## src/rtl/tdc_pkg.sv

```systemverilog
// Shared types and helpers for the TDC capture/decode path.
// The state enum and the code-width function are imported by the capture top and the encoder.
package tdc_pkg;

  typedef enum logic [2:0] {
    IDLE,
    LAUNCH,
    SAMPLE,
    ENCODE,
    OUT,
    RECOVER
  } tdc_cap_state_e;

  function automatic int tdc_code_w(input int n);
    return $clog2(n + 1);
  endfunction

endpackage

```

## src/rtl/tdc_therm2bin.sv

```systemverilog
// Thermometer-to-binary encoder: counts the consecutive ones from tap 0 up to the first zero.
// Optional macro TDC_BUBBLE_FIX_EN applies a 3-tap majority filter to the taps first.
module tdc_therm2bin
  import tdc_pkg::*;
#(
  parameter int N      = 64,
  parameter int CODE_W = tdc_code_w(N)
) (
  input  logic [N-1:0]      therm,
  output logic [CODE_W-1:0] code
);

  logic [N-1:0] fixed;

`ifdef TDC_BUBBLE_FIX_EN
  // Pad so that tap -1 reads as 1 and tap N reads as 0; padded[k+1] is tap k.
  logic [N+1:0] padded;
  assign padded = {1'b0, therm, 1'b1};

  always_comb begin
    fixed = '0;
    for (int k = 0; k < N; k++) begin
      fixed[k] = (padded[k]   & padded[k+1]) |
                 (padded[k+1] & padded[k+2]) |
                 (padded[k]   & padded[k+2]);
    end
  end
`else
  assign fixed = therm;
`endif

  always_comb begin
    logic run;
    // NOTE: every variable assigned in always_comb gets a default first, so no path can infer a latch.
    code = '0;
    run  = 1'b1;
    for (int k = 0; k < N; k++) begin
      if (run && fixed[k]) begin
        code = CODE_W'(k + 1);
      end else begin
        run = 1'b0;
      end
    end
  end

endmodule

```

## src/rtl/tdc_capture_decoder.sv

```systemverilog
// TDC read side: launches the pulse, double-registers the tap word, and presents the decoded code on valid/ready.
// Build option: define TDC_BUBBLE_FIX_EN to enable bubble correction in tdc_therm2bin.
module tdc_capture_decoder
  import tdc_pkg::*;
#(
  parameter int N       = 64,
  parameter int CODE_W  = tdc_code_w(N),
  parameter int RECOVER = 4
) (
  input  logic              clk,
  input  logic              rst_n,
  input  logic              start_i,
  output logic              launch_o,
  input  logic [N-1:0]      therm_i,
  output logic [CODE_W-1:0] code_o,
  output logic              valid_o,
  input  logic              ready_i,
  output logic              ovf_o,
  output logic              zero_o,
  output logic              busy_o
);

  localparam int                CNT_W    = (RECOVER > 1) ? $clog2(RECOVER) : 1;
  localparam logic [CNT_W-1:0]  CNT_LOAD = (RECOVER > 0) ? CNT_W'(RECOVER - 1) : '0;

  tdc_cap_state_e     state, state_next;
  logic [CNT_W-1:0]   rec_cnt, rec_cnt_next;
  logic [N-1:0]       cap1, cap2;
  logic [CODE_W-1:0]  enc_code;

  always_ff @(posedge clk or negedge rst_n) begin
    if (!rst_n) begin
      state   <= IDLE;
      rec_cnt <= '0;
    end else begin
      // NOTE: sequential state is updated with <= so every register samples pre-edge values.
      state   <= state_next;
      rec_cnt <= rec_cnt_next;
    end
  end

  // The RECOVER parameter shadows the imported enum literal, hence the qualified tdc_pkg::RECOVER.
  always_comb begin
    state_next   = state;
    rec_cnt_next = rec_cnt;
    case (state)
      IDLE:    if (start_i) state_next = LAUNCH;
      LAUNCH:  state_next = SAMPLE;
      SAMPLE:  state_next = ENCODE;
      ENCODE:  state_next = OUT;
      OUT: begin
        if (ready_i) begin
          if (RECOVER == 0) begin
            state_next = IDLE;
          end else begin
            state_next   = tdc_pkg::RECOVER;
            rec_cnt_next = CNT_LOAD;
          end
        end
      end
      tdc_pkg::RECOVER: begin
        if (rec_cnt == '0) state_next = IDLE;
        else               rec_cnt_next = rec_cnt - 1'b1;
      end
      default: state_next = IDLE;
    endcase
  end

  // State-decoded outputs: launch_o and valid_o drop asynchronously with reset.
  always_comb begin
    launch_o = 1'b0;
    valid_o  = 1'b0;
    busy_o   = 1'b0;
    launch_o = (state == LAUNCH);
    valid_o  = (state == OUT);
    busy_o   = (state != IDLE);
  end

  tdc_therm2bin #(
    .N      (N),
    .CODE_W (CODE_W)
  ) u_therm2bin (
    .therm (cap2),
    .code  (enc_code)
  );

  always_ff @(posedge clk or negedge rst_n) begin
    if (!rst_n) begin
      cap1   <= '0;
      cap2   <= '0;
      code_o <= '0;
      ovf_o  <= 1'b0;
      zero_o <= 1'b0;
    end else begin
      if (state == LAUNCH) cap1 <= therm_i;
      if (state == SAMPLE) cap2 <= cap1;
      if (state == ENCODE) begin
        code_o <= enc_code;
        ovf_o  <= (enc_code == CODE_W'(N));
        zero_o <= (enc_code == '0);
      end
    end
  end

endmodule

```

## config.mk

```make
export PLATFORM = sky130hd
export DESIGN_NAME = tdc_capture_decoder
export DESIGN_NICKNAME = d
export VERILOG_FILES = /design/src/rtl/tdc_pkg.sv /design/src/rtl/tdc_therm2bin.sv /design/src/rtl/tdc_capture_decoder.sv
export SDC_FILE = /design/constraint.sdc
export NUM_CORES = 1
export LEC_CHECK = 0
export BUFFER_PORTS_ARGS = -buffer_cell sky130_fd_sc_hd__buf_2
export CAP_MARGIN = 20
export CORE_UTILIZATION = 52
export DETAILED_ROUTE_END_ITERATION = 6
export PLACE_DENSITY = 0.72
export SYNTH_ARGS = -nofsm -noshare
export SYNTH_HDL_FRONTEND = slang
export SYNTH_HIERARCHICAL = 1
export SYNTH_SLANG_ARGS = --single-unit
```

## constraint.sdc

```tcl
create_clock -name clk -period 2.9 [get_ports clk]
set_clock_uncertainty 0.15 [all_clocks]
set_input_delay 0.29 -clock clk [delete_from_list [all_inputs] [get_ports clk]]
set_output_delay 0.29 -clock clk [all_outputs]
set_load 0.005 [all_outputs]
```

==> results.md <==
* Mean area per synthesized cell at around 14 um^2
* Fin worst setup slack at about 120 ps
* Hold Crit Endpoint: state[0]
* Max capacitance violation total at 0
* CTS tree: done
* Clk sinks at 142
* CTS Buf Count at 17
* Top-count cell post-synth: dfrtp_1
* Synth cell count leaders: dfrtp_1 (142), mux2_2 (86), mux2_1 (49), nand2_1 (26), o21ai_0 (17)
* Leak at between 3 and 4 nW
* Dpl ws at 95.6 ps
* Util after Layout at 0.706
* DR iter-0 viols at ~180
* Initial Utilization at 0.544
* All-Layer GR Usage at 0.219
* CP max-delay cell: dfrtp_1
* R2R Setup Slk at 120 ps
* Nets at ~700
* Residual DRC at 6
* Router iterations before antenna repair at 6
* Min Tclk post-route at roughly 2800 ps
* Mapped Area at between 0.006 and 0.007 mm^2
* Clock transition at the registers of the reported paths at around 60 ps
* Crit path largest cell delay at approximately 400 ps
* Worst min path class: input port to register
* Achievable frequency at between 300 and 400 MHz
* Synth warnings at 6
* Post-synthesis cell type count at 52
* FF+latch count, synth at ~140
* Final Cell Area at 0.00820 mm^2
* Top cell type's share of synthesized area at 0.563
* Hpwl dp at ~8 mm
* Crit path kind: register to register
* PD cells at between 1000 and 1500 mW/mm^2
* Synth Net Count at between 500 and 600
* Hold Crit Start: start_i
* Routed WL per cell at around 16 um
* Share of cells above drive strength 1 at 0.351
* Seq/Total Area, Yosys at 0.563
* Worst-margin pin slew at between 700 and 800 ps
* Ys async rst share at 1.00
* Initial antenna violation count at 0
* Synth area leaders: dfrtp_1 (56%), mux2_2 (15%), mux2_1 (8.7%)
* Core region area at 0.0116 mm^2
* Failing checks: design-rule violations
* Worst-Skew Late Latency at 420 ps
* Cell Area, Placed at ~0.0068 mm^2
* Largest net degree at the start of global routing at between 70 and 80
* Startpoint types: register
* Max-slew headroom at 0.526
* R2R cell count at 11
* Setup violations, final at 0
* First-pass GRT wire length at about 21 mm
* Number of global-route vias before repair at around 4.4k
* VDD IR max at 0.000582 V
* H-tree level count at 4
* Final Cycle Share at 0.958
* Clock root cell: clkbuf_16
* Via-to-Cell Ratio at ~5.3
* Full die area at roughly 0.013 mm^2
* Die H at 112 um
* Pins over their slew limit at 0
* Final wirelength at 12.3 mm
* Port-buffer cells at between 70 and 80
* Synth Flop Type: dfrtp_1
* Longest Clk Path Bufs at 2
* Leading area contributor after synthesis: dfrtp_1
* Hold Path Depth at 3
* Reg-to-reg startpoint: cap2[12]
* RePlAce Congestion at roughly 0.85
* Nature of the critical path endpoint: register
* I/O pin cnt at 80
* FF-to-FF End: zero_o
* Gate Count Post-Synth at 465
* Area growth, synth to finish at 29.8%
* Outcome: finished with violations
* Critical path required time at between 3000 and 4000 ps
* Post-synth EDFFs at 0
* Overflow after GRT at 0
* Worst endpoint data arrival time at just under 3000 ps
* Count of final hold-check violations at 0
* Rows at 39
* CP Max Fanout at 4
* DRT antenna net count at 0
* Vias after detailed routing at 4147
* N_diodes at 0
* Die Width at 112 um
* CP Cell Sequence: nand4_1 -> nor4_4 -> buf_4 -> nand3_1 -> and3_1 -> a31o_2 -> o21ai_0 -> a21oi_1 -> nor4_1 -> nand2_1 -> o31ai_1
## how the worst max path moves through the flow
stage	start	to
4_1_cts	cap2[0]	ovf_o
3_3_place_gp	cap2[0]	zero_o
6_report	cap2[12]	zero_o
2_1_floorplan	cap2[0]	ovf_o
3_5_place_dp	cap2[0]	ovf_o
5_1_grt	cap2[12]	zero_o
## routing by layer
layer	track usage	vias to the layer above	share of wire
li1	-	2001	-
met1	0.278	2044	0.45
met2	0.351	80	0.49
met3	0.0707	22	0.041
met4	0.0862	0	0.018
met5	0	-	0
## cells in the final DEF, fill, tap and decap left out, types with 4 or more instances in the layout
| cell type | n |
|---|---|
| o21ai_0 | 17 |
| buf_4 | 7 |
| clkbuf_16 | 17 |
| nand4_1 | 13 |
| dfrtp_1 | 142 |
| nand2b_1 | 6 |
| inv_1 | 14 |
| mux2_2 | 86 |
| nor2_1 | 13 |
| buf_2 | 78 |
| dlygate4sd3_1 | 65 |
| nand2_1 | 26 |
| mux2_1 | 49 |
| nand3_1 | 12 |
| a21oi_1 | 13 |
| bufinv_16 | 8 |
| a2bb2oi_1 | 4 |
## timing repair
action / 4_1_cts / 5_1_grt
resized for setup: 0 / 1
setup buffers: 0 / 3
hold buffers: 65 / 0
hold endpoints to repair: 139 / 0
setup endpoints to repair: 0 / 2
## metrics by stage
stage	cells	total power (W)	hold slack, ps	TNS [ps]
after global placement	677	0.00603	206	0
after floorplan	465	0.00561	-156	0
after global routing	776	0.00943	60.1	-74.7
final	776	0.00886	27.4	0
after CTS	773	0.00893	12.1	0
after detailed placement	677	0.00617	221	0
## worst max-delay path: cells and delay by family, from the launching register on
| kind | cells | cell delay (ps) |
|---|---|---|
| flops | 1 | 400 |
| simple gates | 6 | 1310 |
| compound gates | 4 | 630 |
| buf+inv | 1 | 200 |
## cell type report
cell class,instances,area (um^2)
Clock buffer,20,467
Inverter,14,52.6
Tap cell,143,179
Timing Repair Buffer,153,1140
Clock inverter,11,259
Sequential cell,142,3550
Multi-Input combinational cell,293,2540
Fill cell,792,3420
## power by group
group	total [W]	switching (W)	leakage (nW)	internal (W)
clock network	0.00264	0.000793	0.356	0.00185
logic	0.00246	0.00101	1.60	0.00146
registers	0.00376	0.000768	1.70	0.00299
total	0.00886	0.00257	3.66	0.00629
## cell families (layout without fill, tap and decap cells)
logic type                 after synthesis  in the layout  share of synthesized area
DFF                                    142            142                      0.563
muxes                                  136            136                      0.242
buffers and inverters                   30            198                     0.0373
AOI/OAI and AO/OA                       55             55                     0.0585
and+or+nand+nor                        101            101                     0.0971
adders and majority gates                1              1                    0.00198
## registers in the layout (all words and copies together) (netlist names)
signal and cells:
code_o 7, rec_cnt 2, cap1 64, zero_o 1
ovf_o 1, cap2 64, state 3
(Power assumes the default switching activity.)
